===== src/rtl/mod_tick_counter.sv =====
// Modulo-MODULUS up/down step counter paced by a PRESCALE-cycle enabled prescaler.
// Latency: count/done/halted are registered and change on the clock edge that takes the step.
// Backpressure: none; enable=0 freezes the prescaler and count, and a one-shot halt blocks steps until clear/load.
//
// Ports:
//   clock, resetn      rising-edge clock, asynchronous active-low reset
//   enable             advance prescaler/counter
//   clear, load        synchronous clear / load of load_value (clear wins)
//   load_value         load value, clamped to MODULUS-1
//   up                 count direction, sampled on each step
//   oneshot            1 = stop at terminal value, 0 = wrap
//   count              current count, always within 0..MODULUS-1
//   done               one-cycle pulse: the last step landed on the terminal value
//   halted             one-shot counting has stopped at the terminal value
module mod_tick_counter #(
    parameter int WIDTH    = 3,
    parameter int MODULUS  = 5,
    parameter int PRESCALE = 1,
    parameter int PS_W     = 8
) (
    input  logic             clock,
    input  logic             resetn,
    input  logic             enable,
    input  logic             clear,
    input  logic             load,
    input  logic [WIDTH-1:0] load_value,
    input  logic             up,
    input  logic             oneshot,
    output logic [WIDTH-1:0] count,
    output logic             done,
    output logic             halted
);

    localparam logic [WIDTH-1:0] CNT_TOP = WIDTH'(MODULUS - 1);
    localparam logic [PS_W-1:0]  PS_TOP  = PS_W'(PRESCALE - 1);

    logic [PS_W-1:0]  ps;
    logic             step;
    logic [WIDTH-1:0] stepped;
    logic [WIDTH-1:0] terminal;
    logic             at_terminal;
    logic [WIDTH-1:0] load_clamped;

    // Next count for a step, the direction-dependent terminal value, and
    // whether the step lands on it.  Wrap is done here so no out-of-range
    // value ever reaches the count register.
    always_comb begin
        step     = enable && !halted && (ps == PS_TOP);
        terminal = up ? CNT_TOP : '0;
        stepped  = '0;
        if (up) begin
            stepped = (count == CNT_TOP) ? '0 : count + 1'b1;
        end else begin
            stepped = (count == '0) ? CNT_TOP : count - 1'b1;
        end
        at_terminal  = (stepped == terminal);
        load_clamped = (load_value > CNT_TOP) ? CNT_TOP : load_value;
    end

    always_ff @(posedge clock or negedge resetn) begin
        if (!resetn) begin
            count  <= '0;
            ps     <= '0;
            done   <= 1'b0;
            halted <= 1'b0;
        end else if (clear) begin
            count  <= '0;
            ps     <= '0;
            done   <= 1'b0;
            halted <= 1'b0;
        end else if (load) begin
            count  <= load_clamped;
            ps     <= '0;
            done   <= 1'b0;
            halted <= 1'b0;
        end else if (step) begin
            count  <= stepped;
            ps     <= '0;
            done   <= at_terminal;
            // A one-shot step that lands on terminal latches the halt;
            // only clear/load/reset release it.
            halted <= oneshot && at_terminal;
        end else begin
            done <= 1'b0;
            // While halted the prescaler is parked: its value is invisible
            // (every exit from halt zeroes it) and parking avoids overflow.
            if (enable && !halted) begin
                ps <= ps + 1'b1;
            end
        end
    end

endmodule


===== config.mk =====
export PLATFORM = sky130hd
export DESIGN_NAME = mod_tick_counter
export DESIGN_NICKNAME = d
export VERILOG_FILES = /design/src/rtl/mod_tick_counter.sv
export SDC_FILE = /design/constraint.sdc
export NUM_CORES = 1
export LEC_CHECK = 0
export CAP_MARGIN = 40
export CORE_UTILIZATION = 40
export DETAILED_ROUTE_END_ITERATION = 10
export PLACE_DENSITY_LB_ADDON = 0.2
export SYNTH_ARGS = -nofsm -noshare
export SYNTH_HDL_FRONTEND = slang
export SYNTH_SLANG_ARGS = --single-unit

===== constraint.sdc =====
create_clock -name clock -period 1.8 [get_ports clock]
set_input_delay 0.36 -clock clock [delete_from_list [all_inputs] [get_ports clock]]
set_output_delay 0.36 -clock clock [all_outputs]
set_load 0.01 [all_outputs]

==> flow_metrics.env, run 1 <==
export IMPL_cp_cell_sequence="clkdlybuf4s50_1"
export IMPL_seq_area_um2=327
export IMPL_core_um2=2020
export IMPL_drcViolationCount=0
export IMPL_hold_viol=0
export IMPL_htreeDepth=1
export IMPL_avgSynthCellArea_um2=9.46
export IMPL_synthFlopType="dfrtp_1"
export IMPL_synth_most_common_cell="dfrtp_1"
export IMPL_grt_max_degree=14
export IMPL_irDropWorstVdd_uv=315
export IMPL_multi_input_area_um2=504
export IMPL_timing_setup_tns_ns=0
export IMPL_synth_seq_area_share_pct=36.6
export IMPL_place_congestion=0.796
export IMPL_critPathTopFamily="buffers and inverters"
export IMPL_placedCellCount=137
export IMPL_vias=725
export IMPL_syn_inst=94
export IMPL_worstMarginPinSlew_ns=0.332
export IMPL_r2r_setup_slack_ns=0.15
export IMPL_async_flop_share_pct=100
export IMPL_clk_pin_slew_ns=0.09
export IMPL_final_nets=130
export IMPL_end_kind="output pin"
export IMPL_rsz0062_at_grt="no"
export IMPL_synth_cell_area_um2=890
export IMPL_dieWidth_um=49.2
export IMPL_hp_class="in -> async"
export IMPL_drv_slew=0
export IMPL_vias_per_cell=5.14
export IMPL_diodes=0
export IMPL_fin_cells=141
export IMPL_synth_cell_types=35
export IMPL_drive_gt1_share_pct=16.7
export IMPL_period_minus_slack_ns=1.68
export IMPL_die_area_um2=2420
export IMPL_synth_top_cell_area_share_pct=36.6
export IMPL_synth_commonest_cells="dfrtp_1, nor2_1, inv_1, nand2_1, ha_1"
export IMPL_gr_total_overflow=0
export IMPL_cts_tree="built"
export IMPL_dp_hpwl_um=1420
export IMPL_core_rowCount=16
export IMPL_timing_hold_ws_ns=0.376
export IMPL_worst_setup_path_start_kind="register"
export IMPL_critPathMaxStageDelay_ns=0.57
export IMPL_initial_core_util_pct=44.0
export IMPL_numCtsBuffers=3
export IMPL_period_share_pct=93.5
export IMPL_cellPowerDensity_nw_per_um2=588
export IMPL_setup_violations_final=0
export IMPL_reg2regPathDepth=6
export IMPL_firstDrtPassIters=2
export IMPL_leakage_nw=0.443
export IMPL_ant_nets=0
export IMPL_power_total_uw=649
export IMPL_relSlewSlack_pct=77.8
export IMPL_fp_dieH_um=49.2
export IMPL_drtIter0Drc=6
export IMPL_cp_max_fo=9
export IMPL_synth_area_leaders="dfrtp_1, ha_1, nor2_1, xnor2_1, xor2_1"
export IMPL_cts_max_path_buffers=2
export IMPL_hold_buffers=0
export IMPL_r2r_end="halted"
export IMPL_clockRootBuffer="clkbuf_4"
export IMPL_ys_ff_latch=13
export IMPL_worstPathRequired_ns=1.44
export IMPL_area_growth_pct=23.9
export IMPL_wire_per_inst_um=13.0
export IMPL_syn_num_nets=109
export IMPL_routed_wl_um=1830
export IMPL_clk_latency_ns=0.28
export IMPL_grt_pass1_wl_um=3300
export IMPL_grt_use_total_pct=18.4
export IMPL_worstSetupPathType="reg -> out"
export IMPL_cpMaxStageDelayCell="clkdlybuf4s50_1"
export IMPL_fmax_mhz=594
export IMPL_cts_num_sinks=13
export IMPL_reg2reg_from="count[0]"
export IMPL_design_portCount=15
export IMPL_synth_edff_count=0
export IMPL_portBuffers=14
export IMPL_grt_pass1_vias=763
export IMPL_cap_violations=0
export IMPL_crit_arrival_ns=1.32
export IMPL_antenna_found_initial=0
export IMPL_outcome="completed"
export IMPL_synth_top_area_cell="dfrtp_1"
export IMPL_yosys_warnings=0
export IMPL_path_buf_inv=1
export IMPL_fin_worst_skew_ns=0.00599
export IMPL_fillers=189
timing repair:
| item | CTS | global route |
|---|---|---|
| setup endpoints to repair | 1 | 1 |
| endpoints found under the hold margin | 0 | 0 |
| buffers inserted | 0 | 0 |
| resized for setup | 1 | 2 |
per-layer routing:
metal,track usage [%],wire length (um),vias up
met5,0,0,-
met4,10.8,42,0
met3,3.43,63,5
met2,27.9,826,13
met1,24.4,895,342
li1,-,-,365
power by group:
group	total, mW	switching [mW]	internal (mW)
Clock	0.188	0.102	0.0860
Combinational	0.150	0.0717	0.0785
Sequential	0.311	0.0117	0.299
Total	0.649	0.185	0.464
registers in the layout (all words and copies together) (netlist names):
name and flops:
ps 8, count 3, done 1, halted 1
how the worst max path moves through the flow:
stage             start       end  slack [ns]  cells after the start
2_1_floorplan  count[0]    halted        0.22                      6
3_3_place_gp       load     ps[3]        0.05                      6
3_5_place_dp       load     ps[0]       0.008                      5
4_1_cts        count[0]    halted        0.09                      6
5_1_grt        count[0]    halted        0.04                      6
6_report       count[2]  count[2]        0.12                      1
layout by cell type (no fill, tap or decap), types with 2 or more instances in the layout:
master            n
buf_4             6
ha_1              5
o21ai_1           5
or2_1             2
nand2_1           7
dfrtp_1          12
a211oi_1          2
xor2_1            4
nor2b_1           4
a21oi_1           2
nor3_2            2
clkdlybuf4s50_1  14
xnor2_1           4
inv_1             7
nor2_1           12
clkbuf_4          3
o2111ai_1         2
nand3_1           2
cells by family (layout without fill, tap and decap cells):
logic type / after synthesis / in the layout / synth area share, %
AND/OR/NAND/NOR: 35 / 35 / 20.1
buffers and inverters: 11 / 31 / 7.31
XOR/XNOR: 8 / 8 / 7.88
flip-flops: 13 / 13 / 36.6
AO/OA/AOI/OAI: 21 / 21 / 20.0
adder cells (fa/ha/maj): 5 / 5 / 7.03
multiplexers: 1 / 1 / 1.13
area by class of cell:
class,instances,area share [%]
inverters,7,2.38
repair buffers,20,16.8
multi-input cells,70,45.7
clock buffers,4,2.38
flip-flops and latches,13,29.6
well taps,27,3.06
stage by stage:
step                      utilization, %  area, um2  setup slack [ns]
after global placement              52.9       1070            0.0453
final                               54.5       1100             0.117
after CTS                           54.3       1100            0.0908
after detailed placement            52.9       1070           0.00784
after global routing                54.5       1100            0.0370
after floorplan                        -        890             0.225
No activity file was read; power rests on OpenSTA's default activity.
==> run 2: changes to the inputs <==
--- a/config.mk
+++ b/config.mk
@@ -7,6 +7,7 @@
 export LEC_CHECK = 0
 export CAP_MARGIN = 40
 export CORE_UTILIZATION = 40
+export CTS_CLUSTER_SIZE = 24
 export DETAILED_ROUTE_END_ITERATION = 10
 export PLACE_DENSITY_LB_ADDON = 0.2
 export SYNTH_ARGS = -nofsm -noshare
==> results of run 2 <==
The final DEF is identical to that of run 1; final timing and power are the same.
==> run 3: changes to the inputs <==
--- a/config.mk
+++ b/config.mk
@@ -5,10 +5,11 @@
 export SDC_FILE = /design/constraint.sdc
 export NUM_CORES = 1
 export LEC_CHECK = 0
-export CAP_MARGIN = 40
+export CAP_MARGIN = 20
 export CORE_UTILIZATION = 40
 export CTS_CLUSTER_SIZE = 24
 export DETAILED_ROUTE_END_ITERATION = 10
+export MAX_ROUTING_LAYER = met4
 export PLACE_DENSITY_LB_ADDON = 0.2
 export SYNTH_ARGS = -nofsm -noshare
 export SYNTH_HDL_FRONTEND = slang
==> results of run 3 <==
The final DEF is identical to that of run 1; final timing and power are the same.
Among the figures that moved: final weighted congestion in routability-driven placement 0.796 -> 0.808; overall routing resource usage 18.4% -> 19.0%
